### src/rtl/alu_arbiter_pkg.sv
// Shared types and constants for the ALU sharing controller.
package alu_arbiter_pkg;

  localparam int WIDTH_DEF = 8;

  // ALU component select encodings
  localparam logic OP_ADD = 1'b0;
  localparam logic OP_MUL = 1'b1;

  typedef enum logic [1:0] {
    IDLE  = 2'd0,
    ISSUE = 2'd1,
    RESP  = 2'd2
  } state_t;

endpackage

### src/rtl/alu_arbiter_rr_arb2.sv
// Two-way round-robin grant: a lone requester always wins, a tie goes to
// whichever requester did not win last time.
module rr_arb2 (
  input  logic [1:0] valid,
  input  logic       last_grant,
  output logic [1:0] grant
);

  // One-hot grant from the valid pair and the previous winner
  always_comb begin
    grant = 2'b00;
    case (valid)
      2'b01:   grant = 2'b01;
      2'b10:   grant = 2'b10;
      2'b11:   grant = last_grant ? 2'b01 : 2'b10;
      default: grant = 2'b00;
    endcase
  end

endmodule

### src/rtl/alu_arbiter.sv
// Shares one combinational ALU between two requesters. One transaction is in
// flight at a time: accept in IDLE, capture the ALU result in ISSUE, hand it
// back in RESP until the owner takes it.
module alu_arbiter
  import alu_arbiter_pkg::*;
#(
  parameter int WIDTH = WIDTH_DEF
) (
  input  logic             clk,
  input  logic             rst,
  input  logic             req0_valid,
  output logic             req0_ready,
  input  logic             req0_op,
  input  logic [WIDTH-1:0] req0_a,
  input  logic [WIDTH-1:0] req0_b,
  input  logic             req1_valid,
  output logic             req1_ready,
  input  logic             req1_op,
  input  logic [WIDTH-1:0] req1_a,
  input  logic [WIDTH-1:0] req1_b,
  output logic             rsp0_valid,
  input  logic             rsp0_ready,
  output logic [WIDTH-1:0] rsp0_data,
  output logic             rsp1_valid,
  input  logic             rsp1_ready,
  output logic [WIDTH-1:0] rsp1_data,
  output logic             alu_select,
  output logic [WIDTH-1:0] alu_in_1,
  output logic [WIDTH-1:0] alu_in_2,
  input  logic [WIDTH-1:0] alu_out,
  output logic             busy
);

  state_t           state_q, state_d;
  logic             op_r;
  logic [WIDTH-1:0] a_r, b_r, result_r;
  logic             owner_r;
  logic             last_grant;
  logic [1:0]       grant;
  logic             accept;
  logic             release_rsp;

  rr_arb2 u_arb (
    .valid      ({req1_valid, req0_valid}),
    .last_grant (last_grant),
    .grant      (grant)
  );

  // Next state, handshakes and response qualifiers
  always_comb begin
    state_d     = state_q;
    req0_ready  = 1'b0;
    req1_ready  = 1'b0;
    rsp0_valid  = 1'b0;
    rsp1_valid  = 1'b0;
    accept      = 1'b0;
    release_rsp = 1'b0;
    case (state_q)
      IDLE: begin
        // ready only goes to the winner, so any grant is a handshake
        req0_ready = grant[0];
        req1_ready = grant[1];
        accept     = |grant;
        if (accept) state_d = ISSUE;
      end
      ISSUE: state_d = RESP;
      RESP: begin
        rsp0_valid  = ~owner_r;
        rsp1_valid  = owner_r;
        release_rsp = owner_r ? rsp1_ready : rsp0_ready;
        if (release_rsp) state_d = IDLE;
      end
      default: state_d = IDLE;
    endcase
  end

  // State, operand latch, result capture and fairness history
  always_ff @(posedge clk) begin
    if (rst) begin
      state_q    <= IDLE;
      op_r       <= 1'b0;
      a_r        <= '0;
      b_r        <= '0;
      result_r   <= '0;
      owner_r    <= 1'b0;
      last_grant <= 1'b1;
    end else begin
      state_q <= state_d;
      if (accept) begin
        owner_r <= grant[1];
        op_r    <= grant[1] ? req1_op : req0_op;
        a_r     <= grant[1] ? req1_a  : req0_a;
        b_r     <= grant[1] ? req1_b  : req0_b;
      end
      if (state_q == ISSUE) result_r <= alu_out;
      if (release_rsp) last_grant <= owner_r;
    end
  end

  assign alu_select = op_r;
  assign alu_in_1   = a_r;
  assign alu_in_2   = b_r;
  assign rsp0_data  = result_r;
  assign rsp1_data  = result_r;
  assign busy       = (state_q != IDLE);

endmodule

### config.mk
export PLATFORM = sky130hd
export DESIGN_NAME = alu_arbiter
export DESIGN_NICKNAME = d
export VERILOG_FILES = /design/src/rtl/alu_arbiter_pkg.sv /design/src/rtl/alu_arbiter_rr_arb2.sv /design/src/rtl/alu_arbiter.sv
export SDC_FILE = /design/constraint.sdc
export NUM_CORES = 1
export LEC_CHECK = 0
export BUFFER_PORTS_ARGS = -buffer_cell sky130_fd_sc_hd__buf_2
export CORE_MARGIN = 3
export CORE_UTILIZATION = 46
export DETAILED_ROUTE_END_ITERATION = 8
export HOLD_SLACK_MARGIN = 0.1
export PLACE_DENSITY_LB_ADDON = 0.15
export SETUP_SLACK_MARGIN = 0.4
export SYNTH_ARGS = -nofsm -noshare
export SYNTH_HDL_FRONTEND = slang
export SYNTH_SLANG_ARGS = --single-unit
### constraint.sdc
create_clock -name clk -period 4.3 [get_ports clk]
set_clock_uncertainty 0.15 [all_clocks]
set_input_delay 0.43 -clock clk [delete_from_list [all_inputs] [get_ports clk]]
set_output_delay 0.43 -clock clk [all_outputs]
set_load 0.02 [all_outputs]
==> impl_metrics.ini, run 1 <==
[critical_path]
path_common_cell = nor2_1
critPathSlowestCell = nor2_1
critPathBufInv = 2
worst-r2r-cell-count = 4
critPathLaunchType = flip-flop
cp-end-kind = output port
cp_max_fo = 9
critical_path_class = flip-flop to output port
cp_slowest_stage_delay_ns = 0.50
critPathRequiredTime_ns = 3.72
reg2reg_slack_ns = 2.55
arrival_ns = 1.62
path_delay_family = simple AND/OR/NAND/NOR gates
path_cells = nor2_1, inv_1, nor2_1, buf_2
cp_num_cells = 4

[floorplan]
die_h_um = 61.2
initial_core_util_pct = 49.6
num_io_pins = 86
core.rowCount = 19
core-area_mm2 = 0.00283
die_w_um = 61.2
die-area_mm2 = 0.00375

[synth]
yosys_warnings = 0
synth_cell_types = 24
synth_seq_area_share_pct = 41.4
syn_nets = 217
synth_cells = 169
synth.avg_cell_area_um2 = 8.30
netlist_area_mm2 = 0.00140
ys_ff_latch = 29

[global_routing]
grt_pass1_vias = 1280
grt_max_degree = 30
busiest_layer = met2
grt_util_met3_pct = 8.81
gr-usage-met2_pct = 30.1
grt_usage_pct = 18.6
grt-ovfl-total = 0
grt_pass1_wl_um = 5250
antenna_found_initial = 0
grt_use_met1_pct = 22.1

[clock_network]
cts_setup_buffers = 0
clk_pin_slew_ns = 0.09
cts_hold_buf = 0
clockBufferDepth = 2
cts.sinks = 29
cts_tree = done
clk-insertion-delay-late_ns = 0.32
cts_made_buffers = 5
htree_levels = 2
cts-resized-gates = 0
ctsRootBufferMaster = clkbuf_4

[cells_and_area]
syn_to_final_growth_pct = 29.3
nets = 288
fin_util_pct = 64.1
final_common_cell = buf_2
final_cells = 272
diodes = 0
mostFrequentLayoutCells = 85 x buf_2, 51 x nand2_1, 29 x dfxtp_1
drive_above_1_share_pct = 44.0

[route]
num_vias = 1414
first_pass_iters = 4
antenna_left = 0
routed_via_density = 5.20
drtIter0Drc = 37
drc = 0
drt-total-wl_um = 3360
drt-wirelength-per-cell_um = 12.4

[pwr]
p_seq_share_pct = 42.4
p_leak_nw = 0.893
pwr-share-comb_pct = 26.5
vdd_drop_max_mv = 0.243
p_switching_mw = 0.228
power.density_mw_per_mm2 = 408
p_total_mw = 0.739
swShare_pct = 30.8
p_int_mw = 0.511
power_frac_clock_pct = 31.1

[sta]
setup_viol = 0
fin_crit_sh_pct = 51.3
slew_headroom_pct = 46.6
fin_crit_ns = 2.20
worstMarginPinSlew_ns = 0.797
rsz0062_at_grt = no
whs_ns = 0.189
tns_ns = 0
fmaxAchievable_mhz = 454
maxSlewViolCount = 0
hold_viol_final = 0

[min_path]
hold_path.class = input port to flip-flop
whs_path_depth = 3

[run]
drv_cap = 0

[run_status]
outcome = finished, final reports clean

[placement]
place_hpwl_um = 2480
port_buffers = 85
gp_congestion = 0.745
dp.cells = 264
cell usage after synthesis:
cell | count | area [um^2]
nand2_1 | 51 | 191
dfxtp_1 | 29 | 581
a21oi_1 | 28 | 140
a311oi_2 | 9 | 135
a311oi_1 | 8 | 70.1
buf_4 | 8 | 60.1
buf_2 | 6 | 30.0
clkbuf_1 | 4 | 15.0
nor2_1 | 4 | 15.0
nand2b_1 | 3 | 18.8
nor2b_1 | 3 | 18.8
and2_1 | 2 | 12.5
buf_6 | 2 | 22.5
inv_1 | 2 | 7.51
a21bo_2 | 1 | 10.0
a21boi_2 | 1 | 11.3
a22oi_1 | 1 | 7.51
and2_4 | 1 | 8.76
buf_1 | 1 | 3.75
buf_8 | 1 | 15.0
nand3_1 | 1 | 5.00
o221ai_1 | 1 | 8.76
or2_1 | 1 | 6.26
or3b_2 | 1 | 8.76
metal layers:
layer | vias up | wire [um]
met3 | 5 | 272
met1 | 643 | 1450
met2 | 48 | 1610
li1 | 718 | -
met4 | 0 | 31
met5 | - | 0
worst reg2reg max path, stage by stage, from the launching register on:
cell and delay (ns):
dfxtp_1 0.36, nor2_1 0.50, buf_4 0.30, a21oi_1 0.08
a311oi_1 0.28
metrics by stage:
stage          setup slack, ns  area [um^2]
2_1_floorplan             2.45         1400
3_5_place_dp              2.39         1730
4_1_cts                   2.09         1810
6_report                  2.10         1810
5_1_grt                   2.03         1810
3_3_place_gp              2.39         1730
path summary, 6_finish.rpt:
check / startpoint / to
worst max-delay path: state_q[0] / req1_ready
worst min-delay path: alu_out[1] / rsp0_data[1]
worst max register to register: state_q[0] / alu_in_1[5]
worst min register to register: rsp0_data[2] / rsp0_data[2]
cell families after synthesis:
| family | count (synthesis) | share of synthesized area [%] |
|---|---|---|
| simple gates | 67 | 20.3 |
| compound gates | 49 | 27.3 |
| flops | 29 | 41.4 |
| buf+inv | 24 | 11.0 |
sequential cells by signal, indices dropped and copies added (netlist names):
name,count
alu_in_1,8
owner_r,1
alu_in_2,8
alu_select,1
last_grant,1
rsp0_data,8
state_q,2
area by class of cell:
| cell class | count | area, um^2 |
|---|---|---|
| Multi-Input combinational cell | 116 | 668 |
| Inverter | 2 | 7.51 |
| Sequential cell | 29 | 581 |
| Tap cell | 31 | 38.8 |
| Clock inverter | 1 | 30.0 |
| Fill cell | 285 | 1020 |
| Clock buffer | 7 | 55.1 |
| Timing Repair Buffer | 86 | 433 |
power groups by stage:
stage	combinational, mW	clock (mW)	sequential [mW]
floorplan	0.115	0	0.349
global placement	0.197	0	0.320
detailed placement	0.198	0	0.319
CTS	0.199	0.235	0.313
global route	0.217	0.248	0.317
finish	0.196	0.230	0.313
(Power assumes the default switching activity.)
==> inputs of run 2 (changes only) <==
--- a/config.mk
+++ b/config.mk
@@ -7,7 +7,7 @@
 export LEC_CHECK = 0
 export BUFFER_PORTS_ARGS = -buffer_cell sky130_fd_sc_hd__buf_2
 export CORE_MARGIN = 3
-export CORE_UTILIZATION = 46
+export CORE_UTILIZATION = 42
 export DETAILED_ROUTE_END_ITERATION = 8
 export HOLD_SLACK_MARGIN = 0.1
 export PLACE_DENSITY_LB_ADDON = 0.15
==> constraint.sdc (replaced) <==
create_clock -name clk -period 2.15 [get_ports clk]
set_clock_uncertainty 0.15 [all_clocks]
set_input_delay 0.215 -clock clk [delete_from_list [all_inputs] [get_ports clk]]
set_output_delay 0.215 -clock clk [all_outputs]
set_load 0.02 [all_outputs]
==> run 2 against run 1 <==
- clock power increased by 37%
- global-route usage rose by 3.9 points
- non-clock buffer count up 48
- via count up 15%
- sequential power grew 100%
- core utilization increased by 9.2 points
- critical endpoint is now req0_ready
- register-to-register slack worse by 2.0 ns
- total power is 93% higher
- largest cell class is now buffers
- combinational power is 150% higher
- cell count is 22% higher
- largest power group unchanged
- die area rose by 8.6%
==> impl_metrics.ini, run 2 (same netlist as run 1, synthesis figures left out) <==
[route]
antenna_left = 0
first_pass_iters = 4
routed_via_density = 4.88
drtIter0Drc = 63
drc = 0
drt-total-wl_um = 4480
drt-wirelength-per-cell_um = 13.4
num_vias = 1624

[min_path]
min_from = req0_valid
hold_path.class = input port to flip-flop
whs_path_depth = 4
whs_endpoint = alu_in_2[4]

[pwr]
power_frac_clock_pct = 22.1
p_leak_nw = 1.09
swShare_pct = 34.3
vdd_drop_max_mv = 0.372
p_total_mw = 1.43
p_int_mw = 0.936
p_switching_mw = 0.489
power.density_mw_per_mm2 = 622
pwr-share-comb_pct = 33.7
p_seq_share_pct = 44.1

[floorplan]
num_io_pins = 86
initial_core_util_pct = 44.8
core-area_mm2 = 0.00313
die-area_mm2 = 0.00407
die_h_um = 63.8
die_w_um = 63.8
core.rowCount = 20

[sta]
fmaxAchievable_mhz = 587
maxSlewViolCount = 0
rsz0062_at_grt = yes
slew_headroom_pct = 58.9
fin_ws_ns = 0.448
tns_ns = 0
setup_viol = 0
fin_crit_sh_pct = 79.2
worstMarginPinSlew_ns = 0.616
fin_crit_ns = 1.70
whs_ns = 0.191
hold_viol_final = 0

[placement]
place_hpwl_um = 2600
place_ws_ns = 0.576
placed_cell_area_mm2 = 0.00177
dp.cells = 280
port_buffers = 85
gp_congestion = 0.732

[global_routing]
antenna_found_initial = 0
grt-ovfl-total = 0
grt_usage_pct = 22.5
grt_max_degree = 30
grt_pass1_wl_um = 7130
grt_pass1_vias = 1549

[cells_and_area]
drive_above_1_share_pct = 39.1
final_common_cell = buf_2
final_cells = 333
post-route-cell-area_mm2 = 0.00229
fillers = 241
fin_util_pct = 73.3
nets = 336
diodes = 0
syn_to_final_growth_pct = 63.4
mostFrequentLayoutCells = 84 x buf_2, 51 x nand2_1, 45 x dlygate4sd3_1

[run_status]
outcome = finished, final reports clean

[clock_network]
clockBufferDepth = 2
cts_made_buffers = 5
cts.sinks = 29
clk-insertion-delay-late_ns = 0.32
cts_tree = done
cts_setup_buffers = 0
ctsRootBufferMaster = clkbuf_4
clk_pin_slew_ns = 0.10
htree_levels = 2

[critical_path]
reg2reg_from = last_grant
critical_path_class = flip-flop to output port
worst-r2r-cell-count = 4
r2r_end = alu_in_1[0]
cp-end-kind = output port
crit_path_start = state_q[0]
cp_max_fo = 6
critPathLaunchType = flip-flop
critPathRequiredTime_ns = 1.78
reg2reg_slack_ns = 0.55
arrival_ns = 1.34

[run]
drv_cap = 0
-- run 2: area by class of cell --
| type | instances | area [um^2] | share of cell area [%] |
|---|---|---|---|
| Tap cell | 44 | 55.1 | 2.40 |
| Sequential cell | 29 | 583 | 25.4 |
| Timing Repair Buffer | 134 | 912 | 39.8 |
| Clock buffer | 6 | 41.3 | 1.80 |
| Multi-Input combinational cell | 116 | 683 | 29.8 |
| Clock inverter | 2 | 10.0 | 0.437 |
| Inverter | 2 | 7.51 | 0.328 |
-- run 2: power groups by stage --
| stage | Combinational, mW | Clock, mW | Sequential (mW) |
|---|---|---|---|
| floorplan | 0.229 | 0 | 0.698 |
| global placement | 0.406 | 0 | 0.637 |
| detailed placement | 0.408 | 0 | 0.638 |
| CTS | 0.474 | 0.319 | 0.628 |
| global route | 0.519 | 0.346 | 0.636 |
| finish | 0.481 | 0.316 | 0.629 |
-- run 2: metal layers --
metal | global-route usage, % | wire length [um] | part of all wire [%] | vias up
li1 | - | - | - | 813
met1 | 22.9 | 1730 | 39 | 724
met2 | 40.6 | 2280 | 51 | 70
met3 | 7.91 | 298 | 6.7 | 17
met4 | 10.2 | 165 | 3.7 | 0
met5 | 0 | 0 | 0 | -
-- run 2: how the worst max path moves through the flow --
stage	slack [ns]	end	cells after the start
6_report	0.45	req0_ready	3
5_1_grt	0.38	req0_ready	3
4_1_cts	0.42	req1_ready	5
3_5_place_dp	0.58	alu_in_1[0]	5
3_3_place_gp	0.63	alu_in_1[0]	5
2_1_floorplan	0.52	req1_ready	5
-- run 2: what timing repair did --
action	4_1_cts	5_1_grt
endpoints found under the hold margin	27	0
pin swaps	0	0
resized for setup	4	4
endpoints found under the setup margin	1	2
hold buffers	45	0
-- run 2: worst max-delay path: stages (launching register included) --
cell and delay [ns]:
dfxtp_2 0.36, or3b_4 0.41, a21oi_2 0.11, buf_4 0.14
